File: src/rtl/regfile_mp.sv
// Multi-read-port register file: 0-cycle reads, 1-edge writes, optional zero reg and write bypass.
// A DEPTH-cycle clear engine runs after reset or on io_clear; io_busy high means writes drop and reads return 0.
module regfile_mp #(
    parameter int XLEN     = 32,
    parameter int DEPTH    = 32,
    parameter int AW       = 5,
    parameter int NRD      = 2,
    parameter int ZERO_REG = 1,
    parameter int BYPASS   = 1
) (
    input  logic                clk,
    input  logic                reset,
    input  logic [AW-1:0]       io_rd_addr,
    input  logic                io_rd_wen,
    input  logic [XLEN-1:0]     io_rd_data,
    input  logic [NRD*AW-1:0]   io_rs_addr,
    output logic [NRD*XLEN-1:0] io_rs_data,
    input  logic                io_clear,
    output logic                io_busy
);

    localparam logic [0:0]  IDLE    = 1'b0;
    localparam logic [0:0]  CLEAR   = 1'b1;
    localparam logic [AW:0] DEPTH_W = (AW+1)'(DEPTH);
    localparam logic [AW:0] LAST_W  = (AW+1)'(DEPTH - 1);

    logic [0:0]      state_q, state_d;
    logic [AW:0]     ptr_q, ptr_d;
    logic            mem_we;
    logic [AW-1:0]   mem_waddr;
    logic [XLEN-1:0] mem_wdata;
    logic [XLEN-1:0] mem_q [DEPTH];

    logic wr_addr_ok;
    assign wr_addr_ok = ({1'b0, io_rd_addr} < DEPTH_W) &&
                        !((ZERO_REG != 0) && (io_rd_addr == '0));

    always_comb begin
        state_d   = state_q;
        ptr_d     = ptr_q;
        mem_we    = 1'b0;
        mem_waddr = io_rd_addr;
        mem_wdata = io_rd_data;
        if (state_q == CLEAR) begin
            mem_we    = 1'b1;
            mem_waddr = ptr_q[AW-1:0];
            mem_wdata = '0;
            ptr_d     = ptr_q + 1'b1;
            if (ptr_q == LAST_W) begin
                state_d = IDLE;
            end
        end else begin
            // a write that coincides with io_clear still lands; the clear wipes it afterwards
            mem_we = io_rd_wen && wr_addr_ok;
            if (io_clear) begin
                state_d = CLEAR;
                ptr_d   = '0;
            end
        end
    end

    always_ff @(posedge clk) begin
        if (reset) begin
            state_q <= CLEAR;
            ptr_q   <= '0;
        end else begin
            state_q <= state_d;
            ptr_q   <= ptr_d;
        end
    end

    // storage has no reset; the clear engine is the only zeroing path
    always_ff @(posedge clk) begin
        if (mem_we) begin
            mem_q[mem_waddr] <= mem_wdata;
        end
    end

    assign io_busy = (state_q == CLEAR);

    for (genvar g = 0; g < NRD; g++) begin : g_rd
        logic [AW-1:0]   ra;
        logic [XLEN-1:0] rv;
        assign ra = io_rs_addr[g*AW +: AW];
        always_comb begin
            rv = '0;
            if ((state_q == IDLE) && ({1'b0, ra} < DEPTH_W) &&
                !((ZERO_REG != 0) && (ra == '0))) begin
                if ((BYPASS != 0) && io_rd_wen && (ra == io_rd_addr)) begin
                    rv = io_rd_data;
                end else begin
                    rv = mem_q[ra];
                end
            end
        end
        assign io_rs_data[g*XLEN +: XLEN] = rv;
    end

endmodule

File: config.mk
export PLATFORM = sky130hd
export DESIGN_NAME = regfile_mp
export DESIGN_NICKNAME = d
export VERILOG_FILES = /design/src/rtl/regfile_mp.sv
export SDC_FILE = /design/constraint.sdc
export NUM_CORES = 1
export LEC_CHECK = 0
export BUFFER_PORTS_ARGS = -buffer_cell sky130_fd_sc_hd__buf_2
export CAP_MARGIN = 5
export CELL_PAD_IN_SITES_DETAIL_PLACEMENT = 1
export CELL_PAD_IN_SITES_GLOBAL_PLACEMENT = 1
export CORE_MARGIN = 1
export CORE_UTILIZATION = 49
export CTS_CLUSTER_DIAMETER = 60
export DETAILED_ROUTE_END_ITERATION = 7
export PLACE_DENSITY = 0.76
export RECOVER_POWER = 100
export SLEW_MARGIN = 40
export SYNTH_ARGS = -nofsm -noshare
export SYNTH_HDL_FRONTEND = slang
export SYNTH_SLANG_ARGS = --single-unit
File: constraint.sdc
create_clock -name clk -period 4 [get_ports clk]
set_input_delay 0.2 -clock clk [delete_from_list [all_inputs] [get_ports clk]]
set_output_delay 0.2 -clock clk [all_outputs]
set_load 0.1 [all_outputs]
After elaboration in Yosys (flattened, before gate mapping)
Memory sizes are Yosys's and may differ from the RTL's.
Index checks and enable logic that the tools add are counted.
{ "classes": {"muxes": 14, "n_addsub": 1, "mul": 0, "bitwise_logic": 1, "n_eq_ne": 3, "n_shift": 0, "reduce_logical": 12, "div_mod_pow": 0, "order_cmp": 0} }
{ "op_table": {"columns": ["cell", "count"], "rows": [
  ["32-bit 2-to-1 mux", 5],
  ["5-bit zero test", 3],
  ["6-bit 2-to-1 mux", 2],
  ["5-bit equality test", 2],
  ["6-bit by 1-bit adder with 6-bit output (second input constant)", 1],
  ["6-bit by 5-bit equality test with 1-bit output (second input constant)", 1],
  ["1-bit 2-to-1 mux", 6],
  ["1-bit logical AND", 5],
  ["5-bit 2-to-1 mux", 1],
  ["1-bit zero test", 3],
  ["2-bit nonzero test", 1],
  ["1-bit NOT", 1]
]} }
{ "word_totals": {"latch_bits": 0, "mem_bits_ro": 0, "mem_count": 1, "mem_bits_rw": 1024, "input_bits": 51, "register_bits": 7} }
{ "memory_table": {"columns": ["name", "depth", "width", "read_ports", "rd_clocked_by_memory_dff", "write_ports", "line", "source"], "rows": [
  ["mem_q", 32, 32, 2, 0, 1, "32", "logic [XLEN-1:0] mem_q [DEPTH];"]
]} }

Longest topological paths before layout
{ "logic_depth": {"depth_word": 6, "depth_mapped": 9, "depth_no_buf": 5} }

Worst setup path before layout
OpenSTA, ideal clock, no wires.
{ "synth_timing": {"path_type": "input -> output", "start": "in io_rs_addr[5]", "end": "out io_rs_data[62]", "slack_ns": -0.791, "path_buffers": 3, "arrival_time_ns": 4.591, "path_stages": 8, "path_cell_list": "buf_2 -> buf_6 -> buf_4 -> mux2i_1 -> a221oi_1 -> o21a_1 -> nor3_1 -> a2111oi_1"} }
{ "synth_between": {"elab_chain_cells": 4} }
{ "synth_lines": {"columns": ["element", "line", "source"], "rows": [
  ["from (decl)", "16", "input logic [NRD*AW-1:0] io_rs_addr,"],
  ["parallel branches: the longest is 3 deep, another holds memory read 32 x 32 bit", null, null],
  ["32-bit 2-to-1 mux *", "87", "if ((state_q == IDLE) && ({1'b0, ra} < DEPTH_W) &&"],
  ["to (decl)", "17", "output logic [NRD*XLEN-1:0] io_rs_data,"]
]} }
Mark *: on every way between the ends.

Worst setup path in the final report
{ "layout_timing": {"start": "in io_rs_addr[3]", "end": "out io_rs_data[28]"} }
The elaborated chain is that of the path after synthesis.

==> metrics.yaml <==
global_routing:
  grt.overflow.total: 0
  grt_max_degree: 113
  grt_pass1_vias: 33000
  track_usage_pct: 34.0
  grt_pass1_wl_um: 240000
  antenna_found_initial: 7
clocking:
  hold_buffers: 3
  clk_pin_slew_ns: 0.06
  cts_tree: "done"
  htreeDepth: 3
  cts.repair.resized: 0
  post-cts-setup-buffers: 0
  clock_sinks: 1031
  clock_latency_ns: 0.69
  clockRootBuffer: "clkbuf_16"
  clk_path_buf_depth: 3
  cts_made_buffers: 106
critical_path:
  cp.required_ns: 3.80
  critPathMaxFanout: 17
  end_kind: "output port"
  regToRegSetupSlack_ns: 0.20
  worstSetupPathType: "input port to output port"
  rr_worst_depth: 5
  r2r_start: "io_busy"
  rr_endpoint: "mem_q[31][19]"
  critPathArrivalTime_ns: 3.71
  cp-start-kind: "input port"
synth:
  syn_nets: 2731
  synth_edf_count: 1024
  synth.area.top_cells: "edfxtp_1 (63%), mux4_2 (18%), mux2i_1 (5.0%)"
  yosysTopAreaCell: "edfxtp_1"
  synth.top_cell.area_share_pct: 63.3
  ys_ff_latch: 1031
  syn_inst: 2679
  async_flop_share_pct: 0
  synth_area_per_cell_um2: 18.1
  synth_area_mm2: 0.0486
  ys.flop_type: "edfxtp_1"
  synth_cell_types: 55
  ys_seq_area_share_pct: 63.6
  ys_warn_count: 0
sta:
  rsz0062_at_grt: "false"
  fin_crit_sh_pct: 97.8
  fin_ws_ns: 0.0869
  tightest_slew_ns: 2.16
  final_hold_viol_count: 0
  relSlewSlack_pct: -43.8
  skew_ns: 0.0176
  timing.fmax_mhz: 256
  finalSetupViolCount: 0
  maxSlewViolCount: 623
  setup_tns_ns: 0
  min_period_ns: 3.91
floorplanning:
  core-area_mm2: 0.0983
  rows: 115
  initial_utilization_pct: 49.5
  fp.dieH_um: 317
  ios: 116
  die_w_um: 317
  dieArea_mm2: 0.100
cells_and_area:
  drive_gt1_share_pct: 28.6
  fillers: 8644
  final_nets: 2899
  final_util_pct: 56.3
  area_growth_pct: 13.9
hold_path:
  hold_end: "ptr_q[0]"
  hp-class: "input port to register"
  hold_start: "reset"
  whs_path_depth: 3
job:
  maxCapViolations: 27
routing:
  ant_nets: 0
  vias_per_cell: 7.42
  dr.pass1.iters: 5
  dr_total_vias: 31400
  drc: 0
  drt-total-wl_um: 171000
  avgRoutedWirePerCell_um: 40.4
  dr.first_iter.drc_count: 4681
place:
  pre_cts_slack_ns: 0.716
  dp_hpwl_um: 98100
  place.gp.congestion: 0.846
  portBuffers: 115
pwr:
  p_per_area_mw_per_mm2: 433
  power_leakage_nw: 18.2
  ir_drop_v: 0.000367
run_status:
  violations: "max-capacitance violations, max-slew violations"
  outcome: "complete, but fails checks"
==> how the worst max path moves through the flow <==
stage                        from              to  cells past startpoint
finish              io_rs_addr[3]  io_rs_data[28]                     10
global route        io_rs_addr[3]  io_rs_data[28]                     10
CTS                 io_rs_addr[5]  io_rs_data[58]                      8
detailed placement  io_rs_addr[5]  io_rs_data[58]                      8
global placement    io_rs_addr[5]  io_rs_data[63]                      9
floorplan                 io_busy     mem_q[0][0]                      5
==> worst max-delay path, stage by stage <==
cell and delay [ns]:
buf_2 0.48, buf_4 0.42, xor2_1 0.12, nor4_1 0.30
nand3_1 0.27, nor3_4 0.38, clkbuf_2 0.74, buf_4 0.29
a22o_1 0.16, clkbuf_4 0.33
==> cells in the mapped netlist (3+ instances only) <==
cell	instances
buf_2	98
a22o_1	43
o221ai_1	28
mux4_1	8
a221oi_1	63
nand2_1	61
a211oi_1	25
a31oi_1	4
or3_1	4
mux4_2	384
xnor2_1	5
inv_1	8
or3b_2	3
a32o_1	7
buf_1	10
edfxtp_1	1024
a2111oi_2	10
dfxtp_1	7
buf_6	7
nor3_1	8
buf_4	28
mux2i_1	243
clkbuf_1	83
a22oi_1	84
o311ai_0	30
nor2_1	71
a221o_1	31
xor2_1	6
and2_1	3
o21ai_0	33
mux2_2	8
a2111oi_1	3
nor2b_1	70
a21oi_1	76
nand3_1	48
o22ai_1	30
==> final cells by class <==
type | count | area, um2 | area share, %
Timing Repair Buffer | 287 | 2550 | 4.60
Tap cell | 1287 | 1610 | 2.91
Antenna cell | 4 | 10.0 | 0.0181
Multi-Input combinational cell | 1412 | 16700 | 30.3
Clock buffer | 132 | 2790 | 5.05
Sequential cell | 1031 | 30900 | 55.8
Clock inverter | 63 | 712 | 1.29
Inverter | 9 | 36.3 | 0.0656
==> cell families (layout without fill, tap and decap cells) <==
logic type	count (synthesis)	count (layout)	synth area share, %
DFF	1031	1031	63.6
muxes	643	643	23.4
AOI/OAI and AO/OA	476	476	7.50
and+or+nand+nor	281	281	2.87
buffers and inverters	236	491	2.42
xor gates and xnor gates	11	11	0.198
adders and majority gates	1	1	0.0257
other	0	4	0
==> cell usage in the layout (no fill, tap or decap), drive strengths merged, types with 61 or more instances in the layout <==
| cell | Yosys | final |
|---|---|---|
| a22oi | 84 | 84 |
| mux4 | 392 | 392 |
| mux2i | 243 | 243 |
| nor2b | 70 | 70 |
| a221oi | 63 | 63 |
| a21oi | 76 | 76 |
| nand2 | 61 | 61 |
| nor2 | 72 | 72 |
| buf | 144 | 179 |
| edfxtp | 1024 | 1024 |
| clkbuf | 83 | 237 |
==> metrics by stage <==
| step | cell area [um2] | hold WS [ns] | instances | total power [mW] |
|---|---|---|---|---|
| after floorplan | 48600 | 0.269 | 2679 | 13.3 |
| final | 55300 | 0.347 | 4225 | 24.0 |
| after global placement | 52700 | 0.466 | 4016 | 13.9 |
| after global routing | 55300 | 0.361 | 4221 | 24.4 |
| after CTS | 56300 | 0.0892 | 4218 | 24.0 |
| after detailed placement | 52800 | 0.479 | 4020 | 14.0 |
==> sequential cells by signal (all words and copies together), names as in the netlist <==
name / count
io_busy: 1
mem_q: 1024
ptr_q: 6
==> per-layer routing <==
| metal | global-route usage, % | routed length (um) |
|---|---|---|
| met1 | 42.4 | 58600 |
| met2 | 54.3 | 81600 |
| met3 | 8.04 | 18800 |
| met4 | 20.5 | 11400 |
| met5 | 0 | 50 |
==> power by group <==
| part | switching, mW | internal, mW |
|---|---|---|
| clock | 4.32 | 5.82 |
| sequential | 0.0587 | 11.8 |
| combinational | 1.16 | 0.764 |
| total | 5.55 | 18.4 |
(Power assumes the default switching activity.)
